--- config.mk ---
export PLATFORM = sky130hd
export DESIGN_NAME = serial_addsub_ctrl
export DESIGN_NICKNAME = d
export VERILOG_FILES = /design/src/rtl/serial_addsub_ctrl_pkg.sv /design/src/rtl/full_adder_substractor.sv /design/src/rtl/serial_addsub_ctrl.sv
export SDC_FILE = /design/constraint.sdc
export NUM_CORES = 1
export LEC_CHECK = 0
export CAP_MARGIN = 20
export CORE_ASPECT_RATIO = 0.9
export CORE_MARGIN = 1
export CORE_UTILIZATION = 38
export CTS_CLUSTER_DIAMETER = 120
export DETAILED_ROUTE_END_ITERATION = 8
export GPL_TIMING_DRIVEN = 0
export HOLD_SLACK_MARGIN = 0.02
export PLACE_DENSITY = 0.73
export SYNTH_ARGS = -nofsm -noshare
export SYNTH_HDL_FRONTEND = slang
export SYNTH_HIERARCHICAL = 1
export SYNTH_SLANG_ARGS = --single-unit
--- constraint.sdc ---
create_clock -name clk -period 1.5 [get_ports clk]
set_input_delay 0.225 -clock clk [delete_from_list [all_inputs] [get_ports clk]]
set_output_delay 0.225 -clock clk [all_outputs]
set_load 0.02 [all_outputs]
--- src/rtl/serial_addsub_ctrl_pkg.sv ---
// ---------------------------------------------------------------------------
// serial_addsub_ctrl_pkg
//   Shared definitions for the bit-serial add/subtract engine:
//   FSM state encodings, operation codes and the round-robin pick helper.
// ---------------------------------------------------------------------------
package serial_addsub_ctrl_pkg;

    typedef enum logic [1:0] {
        ST_IDLE  = 2'd0,
        ST_SHIFT = 2'd1,
        ST_DONE  = 2'd2
    } state_e;

    localparam logic OP_ADD = 1'b0;
    localparam logic OP_SUB = 1'b1;

    // Returns the id of the requester to serve. With both requesting, the
    // one that was not served last wins, so neither side can starve.
    function automatic logic pick_requester(
        input logic r0,
        input logic r1,
        input logic last_served
    );
        logic id;
        if (r0 && r1) begin
            id = ~last_served;
        end else begin
            id = r1;
        end
        return id;
    endfunction

endpackage

--- src/rtl/full_adder_substractor.sv ---
// ---------------------------------------------------------------------------
// full_adder_substractor
//   1-bit full adder / subtractor cell. With sel=1 the b input is inverted,
//   so a two's-complement subtract is obtained by also seeding cin=1 on the
//   LSB.
//   Ports:
//     a, b   operand bits
//     cin    carry in
//     sel    0 = add, 1 = subtract (inverts b)
//     sum    sum bit
//     cout   carry out
// ---------------------------------------------------------------------------
module full_adder_substractor (
    input  logic a,
    input  logic b,
    input  logic cin,
    input  logic sel,
    output logic sum,
    output logic cout
);

    logic b_eff;

    assign b_eff = b ^ sel;
    assign sum   = a ^ b_eff ^ cin;
    assign cout  = (a & b_eff) | (cin & (a ^ b_eff));

endmodule

--- src/rtl/serial_addsub_ctrl.sv ---
// ---------------------------------------------------------------------------
// serial_addsub_ctrl
//   Bit-serial add/subtract engine shared by two requesters. One 1-bit
//   full_adder_substractor cell is sequenced LSB-first over WIDTH cycles,
//   the carry living in a flop between steps. Round-robin arbitration picks
//   the requester when both ask at once.
//
//   state  | meaning
//   -------+-------------------------------------------------------------
//   IDLE   | waiting; requests are sampled only here
//   SHIFT  | one operand bit per cycle through the cell, LSB first
//   DONE   | result valid, one-cycle done pulse to the granted requester
//
//   Ports:
//     clk, rst_n            clock (rising edge), async active-low reset
//     req0/op0/a0/b0        requester 0 request, op (0=add,1=sub), operands
//     req1/op1/a1/b1        requester 1 request, op, operands
//     busy                  engine occupied (SHIFT or DONE)
//     grant                 id of requester being served / last served
//     done0, done1          one-cycle completion pulses
//     result                WIDTH-bit sum/difference, held until next grant
//     carry_out             final carry (subtract: 1 = no borrow)
//     overflow              two's-complement overflow
// ---------------------------------------------------------------------------
module serial_addsub_ctrl
    import serial_addsub_ctrl_pkg::*;
#(
    parameter int WIDTH = 8,
    parameter int CNT_W = 5
) (
    input  logic             clk,
    input  logic             rst_n,
    input  logic             req0,
    input  logic             op0,
    input  logic [WIDTH-1:0] a0,
    input  logic [WIDTH-1:0] b0,
    input  logic             req1,
    input  logic             op1,
    input  logic [WIDTH-1:0] a1,
    input  logic [WIDTH-1:0] b1,
    output logic             busy,
    output logic             grant,
    output logic             done0,
    output logic             done1,
    output logic [WIDTH-1:0] result,
    output logic             carry_out,
    output logic             overflow
);

    localparam logic [CNT_W-1:0] MSB_STEP = CNT_W'(WIDTH - 1);

    state_e           state_q, state_d;
    logic [WIDTH-1:0] a_sr_q, a_sr_d;
    logic [WIDTH-1:0] b_sr_q, b_sr_d;
    logic [WIDTH-1:0] res_sr_q, res_sr_d;
    logic             op_q, op_d;
    logic             carry_q, carry_d;
    logic [CNT_W-1:0] count_q, count_d;
    logic             grant_q, grant_d;
    logic             last_q, last_d;
    logic             busy_q, busy_d;
    logic             done0_q, done0_d;
    logic             done1_q, done1_d;
    logic [WIDTH-1:0] result_q, result_d;
    logic             carry_out_q, carry_out_d;
    logic             overflow_q, overflow_d;

    logic             sel_id;
    logic             sel_op;
    logic             fa_sum;
    logic             fa_cout;

    full_adder_substractor u_fas (
        .a    (a_sr_q[0]),
        .b    (b_sr_q[0]),
        .cin  (carry_q),
        .sel  (op_q),
        .sum  (fa_sum),
        .cout (fa_cout)
    );

    always_comb begin
        state_d     = state_q;
        a_sr_d      = a_sr_q;
        b_sr_d      = b_sr_q;
        res_sr_d    = res_sr_q;
        op_d        = op_q;
        carry_d     = carry_q;
        count_d     = count_q;
        grant_d     = grant_q;
        last_d      = last_q;
        result_d    = result_q;
        carry_out_d = carry_out_q;
        overflow_d  = overflow_q;

        sel_id = pick_requester(req0, req1, last_q);
        sel_op = sel_id ? op1 : op0;

        case (state_q)
            ST_IDLE: begin
                if (req0 || req1) begin
                    grant_d     = sel_id;
                    last_d      = sel_id;
                    a_sr_d      = sel_id ? a1 : a0;
                    b_sr_d      = sel_id ? b1 : b0;
                    op_d        = sel_op;
                    // Subtract is a + ~b + 1: the +1 enters as the LSB carry.
                    carry_d     = (sel_op == OP_SUB);
                    count_d     = '0;
                    res_sr_d    = '0;
                    result_d    = '0;
                    carry_out_d = 1'b0;
                    overflow_d  = 1'b0;
                    state_d     = ST_SHIFT;
                end
            end

            ST_SHIFT: begin
                res_sr_d = {fa_sum, res_sr_q[WIDTH-1:1]};
                a_sr_d   = a_sr_q >> 1;
                b_sr_d   = b_sr_q >> 1;
                carry_d  = fa_cout;
                count_d  = count_q + CNT_W'(1);
                if (count_q == MSB_STEP) begin
                    // carry_q here is the carry into the MSB.
                    overflow_d  = carry_q ^ fa_cout;
                    carry_out_d = fa_cout;
                    result_d    = {fa_sum, res_sr_q[WIDTH-1:1]};
                    state_d     = ST_DONE;
                end
            end

            ST_DONE: begin
                state_d = ST_IDLE;
            end

            default: begin
                state_d = ST_IDLE;
            end
        endcase

        // Status outputs are registered, so they are derived from the next
        // state; DONE only ever lasts one cycle, giving a one-cycle pulse.
        busy_d  = (state_d != ST_IDLE);
        done0_d = (state_d == ST_DONE) && !grant_d;
        done1_d = (state_d == ST_DONE) &&  grant_d;
    end

    always_ff @(posedge clk or negedge rst_n) begin
        if (!rst_n) begin
            state_q     <= ST_IDLE;
            a_sr_q      <= '0;
            b_sr_q      <= '0;
            res_sr_q    <= '0;
            op_q        <= 1'b0;
            carry_q     <= 1'b0;
            count_q     <= '0;
            grant_q     <= 1'b0;
            last_q      <= 1'b1;
            busy_q      <= 1'b0;
            done0_q     <= 1'b0;
            done1_q     <= 1'b0;
            result_q    <= '0;
            carry_out_q <= 1'b0;
            overflow_q  <= 1'b0;
        end else begin
            state_q     <= state_d;
            a_sr_q      <= a_sr_d;
            b_sr_q      <= b_sr_d;
            res_sr_q    <= res_sr_d;
            op_q        <= op_d;
            carry_q     <= carry_d;
            count_q     <= count_d;
            grant_q     <= grant_d;
            last_q      <= last_d;
            busy_q      <= busy_d;
            done0_q     <= done0_d;
            done1_q     <= done1_d;
            result_q    <= result_d;
            carry_out_q <= carry_out_d;
            overflow_q  <= overflow_d;
        end
    end

    assign busy      = busy_q;
    assign grant     = grant_q;
    assign done0     = done0_q;
    assign done1     = done1_q;
    assign result    = result_q;
    assign carry_out = carry_out_q;
    assign overflow  = overflow_q;

endmodule

==> out/results.txt <==
The logs give 127 for the DRC violation total after the first TritonRoute iteration and 1743 for the total number of vias. The placed instances occupy a cell area of 0.00293 mm². The buffer levels on the longest clock path is 2, and the total nets after synthesis is 245. The number of global-route vias before repair came out at 1752. The clock sink total was 47. Fraction of synthesis flops using an asynchronous set or reset pin: 1.00. The share of total power in sequential cells is 0.381. The routed design has 4660 µm of wire.

The root buffer selected by CTS is clkbuf_8. The later pin in the worst-skew pair is clocked with a latency of 0.30 ns. The internal power contribution came out at 3520 µW.

The capturing element type of the critical path was a register. Ranked by total cell area, the synthesized netlist is headed by dfrtp_1 (50%), mux2i_1 (9.5%), o221ai_2 (5.8%), inv_1 (4.9%), nand2_1 (3.2%). Summed over all cells, the static leakage comes to 0.00156 µW. Setup repair after global routing could not meet its margin everywhere. The fraction of layout cells with a size suffix above 1 is 0.206. The final critical-path share of the clock period works out to 1.01. Cell type with the highest aggregate area in the netlist: dfrtp_1.

Across the VDD grid, the largest voltage drop is 0.711 mV. For this run the aggregate overflow at the end of global routing stands at 0. The most common cell in the synthesized netlist is dfrtp_1. TritonCTS built the clock tree. The checks that failed: design-rule violations, negative setup slack.

The die area came out at 0.00641 mm². Measured along the x axis, the die boundary spans 84.3 µm. The number of flops mapped to enable cells by yosys works out to 0. The required time of the critical path is 1.69 ns, and the sequential fraction of the synthesis area is 0.508. The tools report the number of nets in the final layout as 311. First-pass GRT wire length: 7990 µm. The run finished, with violations left.

The area of all placed cells without fillers is 0.00317 mm², and the max-cap check violation count is 0. Ranked by instance count, the synthesized netlist is headed by dfrtp_1 (46), inv_1 (30), mux2i_1 (22). The netlist uses 34 different library cells.

The logs give 0.400 for the starting density of the core and 0 for the total count of hold-check failures in the final report. Dominant register cell in the synthesized netlist: dfrtp_1. The first TritonRoute pass finished after 6 iterations.

The synthesized netlist occupies a cell area of 0.00232 mm². The remaining max-slew budget at the tightest pin was 0.733; the height of the die was 76.1 µm. The path class of the tightest hold or removal check is primary input to asynchronous set/reset pin. For the placeable core region, the log shows 0.00579 mm². For this run, the top clock speed supported by timing is 663 MHz.

The worst path needs 1.51 ns of the cycle, external delays included. Buffers placed on the I/O ports in this run total 51. For the final routed database, the setup TNS stands at -0.00757 ns. The switching part of the total power is 0.365. For the all-layer global routing usage, the log shows 0.157. The final max-slew violation count came out at 0. For the CTS buffer count, the log shows 5.

The power density of the placed cells was 1750 mW/mm². The endpoint arrival time on the critical path is 1.70 ns, and the post-detailed-route wirelength per cell is 13.6 µm. Clock-pin slew was measured on the worst setup and hold paths at 0.09 ns.

Switching power: 2020 µW. In the routed design, unresolved DRC markers number 4. The combinational fraction of design power is 0.445.

In this run the worst path has a maximum fanout of 2. Once detailed placement completed, the half-perimeter wirelength came to 3310 µm. The detailed-route vias per instance was 5.10.

Pin placement for this block handled 52 I/O pins. Counting flops and latches in the post-synthesis netlist gives 47. Entering global routing, the biggest net connects 36 pins. For the number of warnings reported in the yosys synthesis log, the log shows 6. Last weighted congestion value of the routability-driven placer: 0.785. The total number of placement rows was 26. In this run the remaining antenna-violating nets after routing total 0. The clock group share of total power was 0.174; the per-instance average area after synthesis was 11.3 µm². The final antenna diode count was 0; the worst setup slack after layout was -0.00757 ns. The clock arrives with 0.00622 ns of skew.

Compared with the post-synthesis result, the final layout area differs by 37.0%. The final count of negative-setup-slack endpoints was 1; the number of H-tree branching levels was 2. Synthesis handed over a netlist of 205 instances. STA classifies the critical path startpoint as a register. The worst setup path is of the register to register kind. Transition time at the pin with the least slew margin: 0.400 ns.

Initial antenna violation count: 0. The area share of the leading cell type in the synthesized netlist came out at 0.497.
worst max-delay path, stage by stage (launching register included):
cell	delay (ns)
dfrtp_1	0.41
xnor2_2	0.15
fa_2	0.33
inv_2	0.08
xnor2_2	0.11
nor2_2	0.05
mux2_4	0.25
layout make-up:
cell class | count | area, µm²
Fill cell | 533 | 2620
Sequential cell | 47 | 1180
Multi-Input combinational cell | 116 | 976
Timing Repair Buffer | 59 | 602
Inverter | 32 | 120
Buffer | 10 | 88.8
Tap cell | 70 | 87.6
Clock buffer | 6 | 82.6
Clock inverter | 2 | 35.0
cell families (layout without fill, tap and decap cells):
logic type,count (synthesis),count (layout),synth area share
AOI/OAI and AO/OA,48,48,0.190
DFF,47,47,0.508
buffers and inverters,42,109,0.0875
and+or+nand+nor,41,41,0.0929
muxes,23,23,0.0999
adders and majority gates,2,2,0.0140
xor gates and xnor gates,2,2,0.00756
cells in the final DEF (no fill, tap or decap), types with 2 or more instances in the layout:
cell	instances
o221ai_2	9
inv_1	29
clkbuf_8	6
mux2i_1	22
nand2_1	20
dfrtp_1	44
o211ai_1	2
buf_6	3
dfrtp_2	2
buf_2	5
dlymetal6s2s_1	10
dlygate4sd2_1	3
o21ai_0	14
clkdlybuf4s50_1	36
nand4_1	10
buf_4	8
inv_2	3
xnor2_2	2
a22o_1	8
o21ai_1	4
buf_12	2
o221ai_1	6
nor2_2	3
through the flow:
stage / hold slack (ns) / power (µW) / cells / utilization / setup WS [ns]
global placement: 0.450 / 4320 / 326 / 0.503 / -1.10
floorplan: -0.0706 / 3670 / 205 / - / 0.0178
finish: 0.354 / 5540 / 342 / 0.548 / -0.00757
CTS: 0.349 / 5520 / 340 / 0.538 / -0.0570
global route: 0.368 / 5950 / 342 / 0.548 / -0.0761
detailed placement: 0.134 / 4400 / 327 / 0.506 / -0.488
timing repair:
action / 4_1_cts / 5_1_grt
pin swaps: 6 / 3
gates resized for setup: 12 / 19
endpoints found under the hold margin: 12 / 0
buffers inserted: 4 / 2
hold buffers: 1 / 0
endpoints found under the setup margin: 18 / 37
state kept, by name, indices dropped and copies added, names as in the netlist, 2 cells and up:
register and cells:
state_q 2, a_sr_q 8, b_sr_q 8, count_q 5, res_sr_q 7, result 8
worst paths after layout:
| check | startpoint | end | slack [ns] | depth (start not counted) |
|---|---|---|---|---|
| setup / recovery | op_q | overflow | -0.008 | 6 |
| hold / removal | rst_n | result[0] | 0.35 | 2 |
| setup reg to reg | op_q | overflow | -0.008 | 6 |
| hold reg to reg | count_q[4] | count_q[4] | 0.47 | 1 |
| max in group asynchronous | rst_n | last_q | 0.59 | 3 |
| min in group clk | req1 | last_q | 0.46 | 3 |
metal layers:
layer / part of all wire / global-route usage / wire length, µm
met2: 0.50 / 0.261 / 2340
met1: 0.44 / 0.201 / 2060
met5: 0 / 0 / 0
met3: 0.041 / 0.0303 / 189
met4: 0.016 / 0.0621 / 73
power groups by stage:
stage | Combinational, µW | Sequential, µW | Clock, µW
after floorplan | 1470 | 2190 | 0
after global placement | 2220 | 2100 | 0
after detailed placement | 2270 | 2130 | 0
after CTS | 2420 | 2120 | 984
after global routing | 2720 | 2180 | 1040
final | 2460 | 2110 | 964
Power figures use the tool's default switching activity.
